### config.mk
export PLATFORM = sky130hd
export DESIGN_NAME = hazard_scoreboard
export DESIGN_NICKNAME = d
export VERILOG_FILES = /design/src/rtl/hazard_pkg.sv /design/src/rtl/hazard_scoreboard_fwd_prio_mux.sv /design/src/rtl/hazard_scoreboard.sv
export SDC_FILE = /design/constraint.sdc
export NUM_CORES = 1
export LEC_CHECK = 0
export CORE_MARGIN = 1
export CORE_UTILIZATION = 49
export DETAILED_ROUTE_END_ITERATION = 10
export MAX_ROUTING_LAYER = met4
export PLACE_DENSITY = 0.77
export RECOVER_POWER = 50
export SYNTH_ARGS = -nofsm -noshare
export SYNTH_HDL_FRONTEND = slang
export SYNTH_SLANG_ARGS = --single-unit
### constraint.sdc
create_clock -name clk -period 1.8 [get_ports clk]
set_input_delay 0.27 -clock clk [delete_from_list [all_inputs] [get_ports clk]]
set_output_delay 0.27 -clock clk [all_outputs]
set_load 0.02 [all_outputs]
### src/rtl/hazard_pkg.sv
// Shared constants and forward-select encoding for the hazard scoreboard.
// 0 = register file, 2p+2 = M-stage write port p, 2p+1 = W-stage write port p.
package hazard_pkg;

  localparam int REG_PC  = 15;
  localparam int FSEL_RF = 0;

  function automatic int fsel_m(input int p);
    return 2 * p + 2;
  endfunction

  function automatic int fsel_w(input int p);
    return 2 * p + 1;
  endfunction

  function automatic bit fsel_is_m(input int sel);
    return (sel != FSEL_RF) && ((sel % 2) == 0);
  endfunction

  function automatic int fsel_port(input int sel);
    return (sel - 1) / 2;
  endfunction

  // Select field must hold the register-file code plus one code per M and W port.
  function automatic bit fsw_ok(input int nwp, input int fsw);
    return (fsw >= $clog2(2 * nwp + 1));
  endfunction

endpackage

### src/rtl/hazard_scoreboard_fwd_prio_mux.sv
// Single-source forward matcher over the M and W write ports; purely combinational.
// M ports beat W ports, lower port index beats higher; the PC register never matches.
module fwd_prio_mux
  import hazard_pkg::*;
#(
  parameter int NWP = 2,
  parameter int RW  = 4,
  parameter int FSW = 3
) (
  input  logic [RW-1:0]     src_i,
  input  logic              src_vld_i,
  input  logic [NWP*RW-1:0] dst_m_i,
  input  logic [NWP-1:0]    we_m_i,
  input  logic [NWP*RW-1:0] dst_w_i,
  input  logic [NWP-1:0]    we_w_i,
  output logic [FSW-1:0]    sel_o
);

  logic src_ok;
  logic hit;

  assign src_ok = src_vld_i && (src_i != RW'(REG_PC));

  always_comb begin
    sel_o = '0;
    hit   = 1'b0;
    for (int p = 0; p < NWP; p++) begin
      if (!hit && src_ok && we_m_i[p] && (dst_m_i[p*RW +: RW] == src_i)) begin
        sel_o = FSW'(fsel_m(p));
        hit   = 1'b1;
      end
    end
    for (int p = 0; p < NWP; p++) begin
      if (!hit && src_ok && we_w_i[p] && (dst_w_i[p*RW +: RW] == src_i)) begin
        sel_o = FSW'(fsel_w(p));
        hit   = 1'b1;
      end
    end
  end

endmodule

### src/rtl/hazard_scoreboard.sv
// Hazard unit for the F/D/E/M/W core: tracks E/M/W destination tags, drives forward selects,
// load-use and multicycle stalls and branch flushes, all combinational from registered state.
module hazard_scoreboard
  import hazard_pkg::*;
#(
  parameter int NSRC = 4,
  parameter int NWP  = 2,
  parameter int RW   = 4,
  parameter int LATW = 3,
  parameter int FSW  = 3
) (
  input  logic                 clk,
  input  logic                 reset,
  input  logic [NSRC*RW-1:0]   src_d,
  input  logic [NSRC-1:0]      src_vld_d,
  input  logic [NWP*RW-1:0]    dst_d,
  input  logic [NWP-1:0]       dst_we_d,
  input  logic                 load_d,
  input  logic [LATW-1:0]      mc_lat_d,
  input  logic                 cond_pass_e,
  input  logic                 branch_taken_e,
  output logic [NSRC*FSW-1:0]  fwd_sel_e,
  output logic                 stall_f,
  output logic                 stall_d,
  output logic                 stall_e,
  output logic                 flush_d,
  output logic                 flush_e,
  output logic                 mc_busy
);

  if (!fsw_ok(NWP, FSW)) begin : g_bad_fsw
    $error("hazard_scoreboard: FSW too narrow for 2*NWP+1 forward-select codes");
  end

  logic [NWP*RW-1:0]  dst_e_q, dst_m_q, dst_w_q;
  logic [NWP-1:0]     we_e_q, we_m_q, we_w_q;
  logic               load_e_q;
  logic [NSRC*RW-1:0] src_e_q;
  logic [NSRC-1:0]    vld_e_q;
  logic [LATW-1:0]    mc_cnt_q, mc_cnt_d;

  logic lu_match;
  logic lu_hit;
  logic br_hit;

  assign mc_busy = (mc_cnt_q != '0);

  always_comb begin
    lu_match = 1'b0;
    for (int k = 0; k < NSRC; k++) begin
      if (src_vld_d[k] && (src_d[k*RW +: RW] == dst_e_q[RW-1:0])) begin
        lu_match = 1'b1;
      end
    end
  end

  // A multicycle op owns E, so branches and load-use are both masked while busy;
  // a taken branch overrides load-use since the D instruction is being killed anyway.
  assign br_hit = branch_taken_e & ~mc_busy;
  assign lu_hit = lu_match & load_e_q & we_e_q[0] & ~mc_busy & ~br_hit;

  assign stall_f = lu_hit | mc_busy;
  assign stall_d = lu_hit | mc_busy;
  assign stall_e = mc_busy;
  assign flush_d = br_hit;
  assign flush_e = br_hit | lu_hit;

  always_comb begin
    mc_cnt_d = mc_cnt_q;
    if (mc_busy) begin
      mc_cnt_d = mc_cnt_q - LATW'(1);
    end else if (!flush_e) begin
      mc_cnt_d = mc_lat_d;
    end
  end

  always_ff @(posedge clk or negedge reset) begin
    if (!reset) begin
      dst_e_q  <= '0;
      we_e_q   <= '0;
      load_e_q <= 1'b0;
      src_e_q  <= '0;
      vld_e_q  <= '0;
      dst_m_q  <= '0;
      we_m_q   <= '0;
      dst_w_q  <= '0;
      we_w_q   <= '0;
      mc_cnt_q <= '0;
    end else begin
      dst_w_q  <= dst_m_q;
      we_w_q   <= we_m_q;
      mc_cnt_q <= mc_cnt_d;
      if (mc_busy) begin
        we_m_q <= '0;
      end else begin
        dst_m_q <= dst_e_q;
        we_m_q  <= we_e_q & {NWP{cond_pass_e}};
        if (flush_e) begin
          we_e_q   <= '0;
          vld_e_q  <= '0;
          load_e_q <= 1'b0;
        end else begin
          dst_e_q  <= dst_d;
          we_e_q   <= dst_we_d;
          load_e_q <= load_d;
          src_e_q  <= src_d;
          vld_e_q  <= src_vld_d;
        end
      end
    end
  end

  for (genvar k = 0; k < NSRC; k++) begin : g_src
    fwd_prio_mux #(
      .NWP (NWP),
      .RW  (RW),
      .FSW (FSW)
    ) u_fwd_prio_mux (
      .src_i     (src_e_q[k*RW +: RW]),
      .src_vld_i (vld_e_q[k]),
      .dst_m_i   (dst_m_q),
      .we_m_i    (we_m_q),
      .dst_w_i   (dst_w_q),
      .we_w_i    (we_w_q),
      .sel_o     (fwd_sel_e[k*FSW +: FSW])
    );
  end

endmodule

==> results.yml <==
global_routing:
  grt_pass1_vias: 2980
  antenna_found_initial: 0
  grt_pass1_wl_um: 15400
  grtUsageTotal_pct: 28.8
  grt_overflow: 0
  grt_max_degree: 55
die:
  die_y_um: 85.6
  fp.coreArea_um2: 6760
  rows: 30
  ios: 56
  die_x_um: 85.6
  dieArea_um2: 7320
  initial_core_util_pct: 50.6
worst_setup_path:
  cp_slowest_cell: "clkdlybuf4s50_1"
  critical_path_class: "input pin to flop"
  cp_cell_sequence: "clkdlybuf4s50_1 > xor2_4 > nor3_4 > a31oi_4 > a31oi_4 > buf_6 > nor3_4 > buf_6 > clkbuf_16 > mux2_4"
  reg2reg_depth: 10
  critPathLaunchType: "input pin"
  crit_required_ns: 2.00
  rrSetupSlack_ns: -0.56
  endpoint_kind: "flop"
  worst-path-max-fanout: 5
  r2r_end: "dst_e_q[4]$_DFFE_PN0P_"
  critPathArrivalTime_ns: 2.61
  worst_r2r_startpoint: "dst_e_q[2]$_DFFE_PN0P_"
  critical-path-max-stage-delay_ns: 0.64
detailed_routing:
  num_vias: 3063
  first_iter_violations: 172
  wl_per_cell_um: 20.5
  antenna_left: 0
  vias_per_cell: 5.53
  route.detailed.drc: 0
  dr.pass1.iters: 4
  totalWireLength_um: 11300
cts:
  clock-sinks: 54
  cts_root_buffer: "clkbuf_8"
  clk_pin_slew_ns: 0.10
  cts_max_level: 2
  numCtsBuffers: 5
  clockBufferDepth: 2
  cts_tree: "built"
  clkLatencyLatePin_ns: 0.31
pwr:
  p_clk_share_pct: 7.8
  peakVddDrop_v: 0.00103
  pwr-share-seq_pct: 31.4
  internal-power_w: 0.00517
  pwr_density_cell_nw_per_um2: 1710
  power_switching_w: 0.00398
  switching_share_pct: 43.5
  leakage_nw: 2.37
  combPwrFrac_pct: 60.8
status:
  status: "finished, violations left"
  violations: "negative setup slack"
cells_and_area:
  post-route-cell-area_um2: 5340
  num-nets-final: 513
  diodes: 0
  drive_above_1_share_pct: 52.5
  areaGrowthSynthToFinish_pct: 56.2
  postLayoutCoreUtil_pct: 79.1
timing:
  fin_ws_ns: -0.608
  rsz0062_at_grt: "true"
  whs_ns: 0.398
  fmax_mhz: 415
  setup_viol: 49
  finalHoldViolCount: 0
  worst_clock_skew_ns: 0.00710
  worst_pin_slew_ns: 0.738
  report.final.slew_viol_count: 0
  fin_crit_sh_pct: 134
  min_period_ns: 2.41
  slew_headroom_pct: 50.8
  fin_tns_setup_ns: -20.72
synthesis:
  synth_largest_area_cell: "dfrtp_1"
  synth_warnings: 0
  synthFlopType: "dfrtp_1"
  synth.top_cells.by_count: "58 x xor2_1, 54 x dfrtp_1, 51 x nand2_1"
  synth_edf_count: 0
  synth_top_area_share_pct: 39.5
  ys_seq_area_share_pct: 39.5
  synth-seq-cells: 54
  synthCells: 343
  syn-cell-area_um2: 3420
  ys_types: 35
  syn_area_per_cell_um2: 9.97
  async_reset_ff_share_pct: 100
  synthTopCellsByArea: "dfrtp_1 40%, xor2_1 15%, mux2_4 8.8%"
  synth_nets: 383
  yosysMostFrequentCell: "xor2_1"
hold_path:
  holdPathStages: 3
  holdPathEnd: "src_e_q[14]$_DFFE_PN0P_"
  hold_start: "src_d[14]"
  min_path_type: "input pin to flop"
placed_design:
  dpl_cell_area_um2: 4390
  dp_hpwl_um: 6350
  pre_cts_slack_ns: -0.952
  place_congestion: 0.959
  portBuffers: 55
run:
  cap_violations: 0
worst max-delay path by stage:
stage                                 startpoint  cells after the start                      to  slack [ns]
after CTS                 dst_e_q[2]$_DFFE_PN0P_                      8                 flush_e       -0.48
after global placement                  src_d[6]                      8                 flush_e       -0.94
after global routing      dst_e_q[2]$_DFFE_PN0P_                      8                 stall_d       -0.63
after floorplan           dst_e_q[2]$_DFFE_PN0P_                      9  dst_e_q[0]$_DFFE_PN0P_       -0.19
final                                   src_d[6]                     10  dst_e_q[4]$_DFFE_PN0P_       -0.61
after detailed placement                src_d[7]                      8                 flush_e       -0.95
layout by cell type, fill, tap and decap left out, types with 4 or more instances in the layout:
master	instances
nor3_2	6
mux2_4	25
nand2_1	45
clkbuf_8	6
xor2_2	14
nor3_1	4
nor3b_2	4
o21ai_1	4
buf_4	85
a31oi_1	7
xnor2_1	11
buf_6	26
xor2_1	43
nand2_2	6
nor2_1	9
nor4_4	9
nand4_1	4
o21ai_0	7
buf_2	4
nand3_1	9
inv_1	4
dfrtp_1	29
xnor2_2	8
dfrtp_2	25
clkdlybuf4s50_1	35
or2_4	4
logic make-up (layout without fill, tap and decap cells):
family	after synthesis	after routing	synth area share [%]
buffers and inverters	44	175	8.49
xor gates and xnor gates	77	77	19.7
muxes	26	26	10.7
DFF	54	54	39.5
and+or+nand+nor	112	112	15.7
adders and majority gates	2	2	0.731
AOI/OAI and AO/OA	28	28	5.19
cell type report:
type,instances,area (µm²)
timing repair buffer,160,1450
clock inverter,2,12.5
inverter,7,26.3
clock buffer,6,82.6
sequential,54,1380
multi-input combinational,245,2290
tap,80,100
fill,390,1410
layer usage:
| metal | vias to the layer above | track usage (%) | routed length [µm] |
|---|---|---|---|
| li1 | 1376 | - | - |
| met1 | 1516 | 34.6 | 4290 |
| met2 | 130 | 49.1 | 5960 |
| met3 | 41 | 3.85 | 593 |
| met4 | 0 | 11.7 | 503 |
| met5 | - | - | 0 |
power groups by stage:
| stage | clock network, W | registers, W | logic (W) |
|---|---|---|---|
| finish | 0.000715 | 0.00287 | 0.00556 |
| global route | 0.000782 | 0.00292 | 0.00586 |
| CTS | 0.000715 | 0.00269 | 0.00439 |
| detailed placement | 0 | 0.00266 | 0.00363 |
| global placement | 0 | 0.00262 | 0.00348 |
| floorplan | 0 | 0.00204 | 0.00306 |
what timing repair did:
action | CTS | global route
cloned | 0 | 3
gates resized for setup | 159 | 70
setup buffers | 20 | 15
pin swaps | 25 | 33
hold buffers | 1 | 0
hold endpoints to repair | 54 | 0
setup endpoints to repair | 52 | 50
stage by stage:
step                      instances  total power, W
after floorplan                 343         0.00510
after global placement          510         0.00610
after detailed placement        510         0.00629
after CTS                       539         0.00780
after global routing            554         0.00957
final                           554         0.00914
state kept, by name, summed over array words and instances, names as in the netlist:
| signal | cells |
|---|---|
| dst_e_q | 8 |
| we_m_q | 2 |
| we_w_q | 2 |
| mc_cnt_q | 3 |
| dst_w_q | 8 |
| load_e_q | 1 |
| src_e_q | 16 |
| dst_m_q | 8 |
| vld_e_q | 4 |
| we_e_q | 2 |
worst max-delay path, delay by kind of cell:
family | cells | cell delay (ns)
buf+inv | 4 | 1.10
compound gates | 2 | 0.40
xor+xnor | 1 | 0.21
mux | 1 | 0.31
simple gates | 2 | 0.30
No activity file was read; power rests on OpenSTA's default activity.
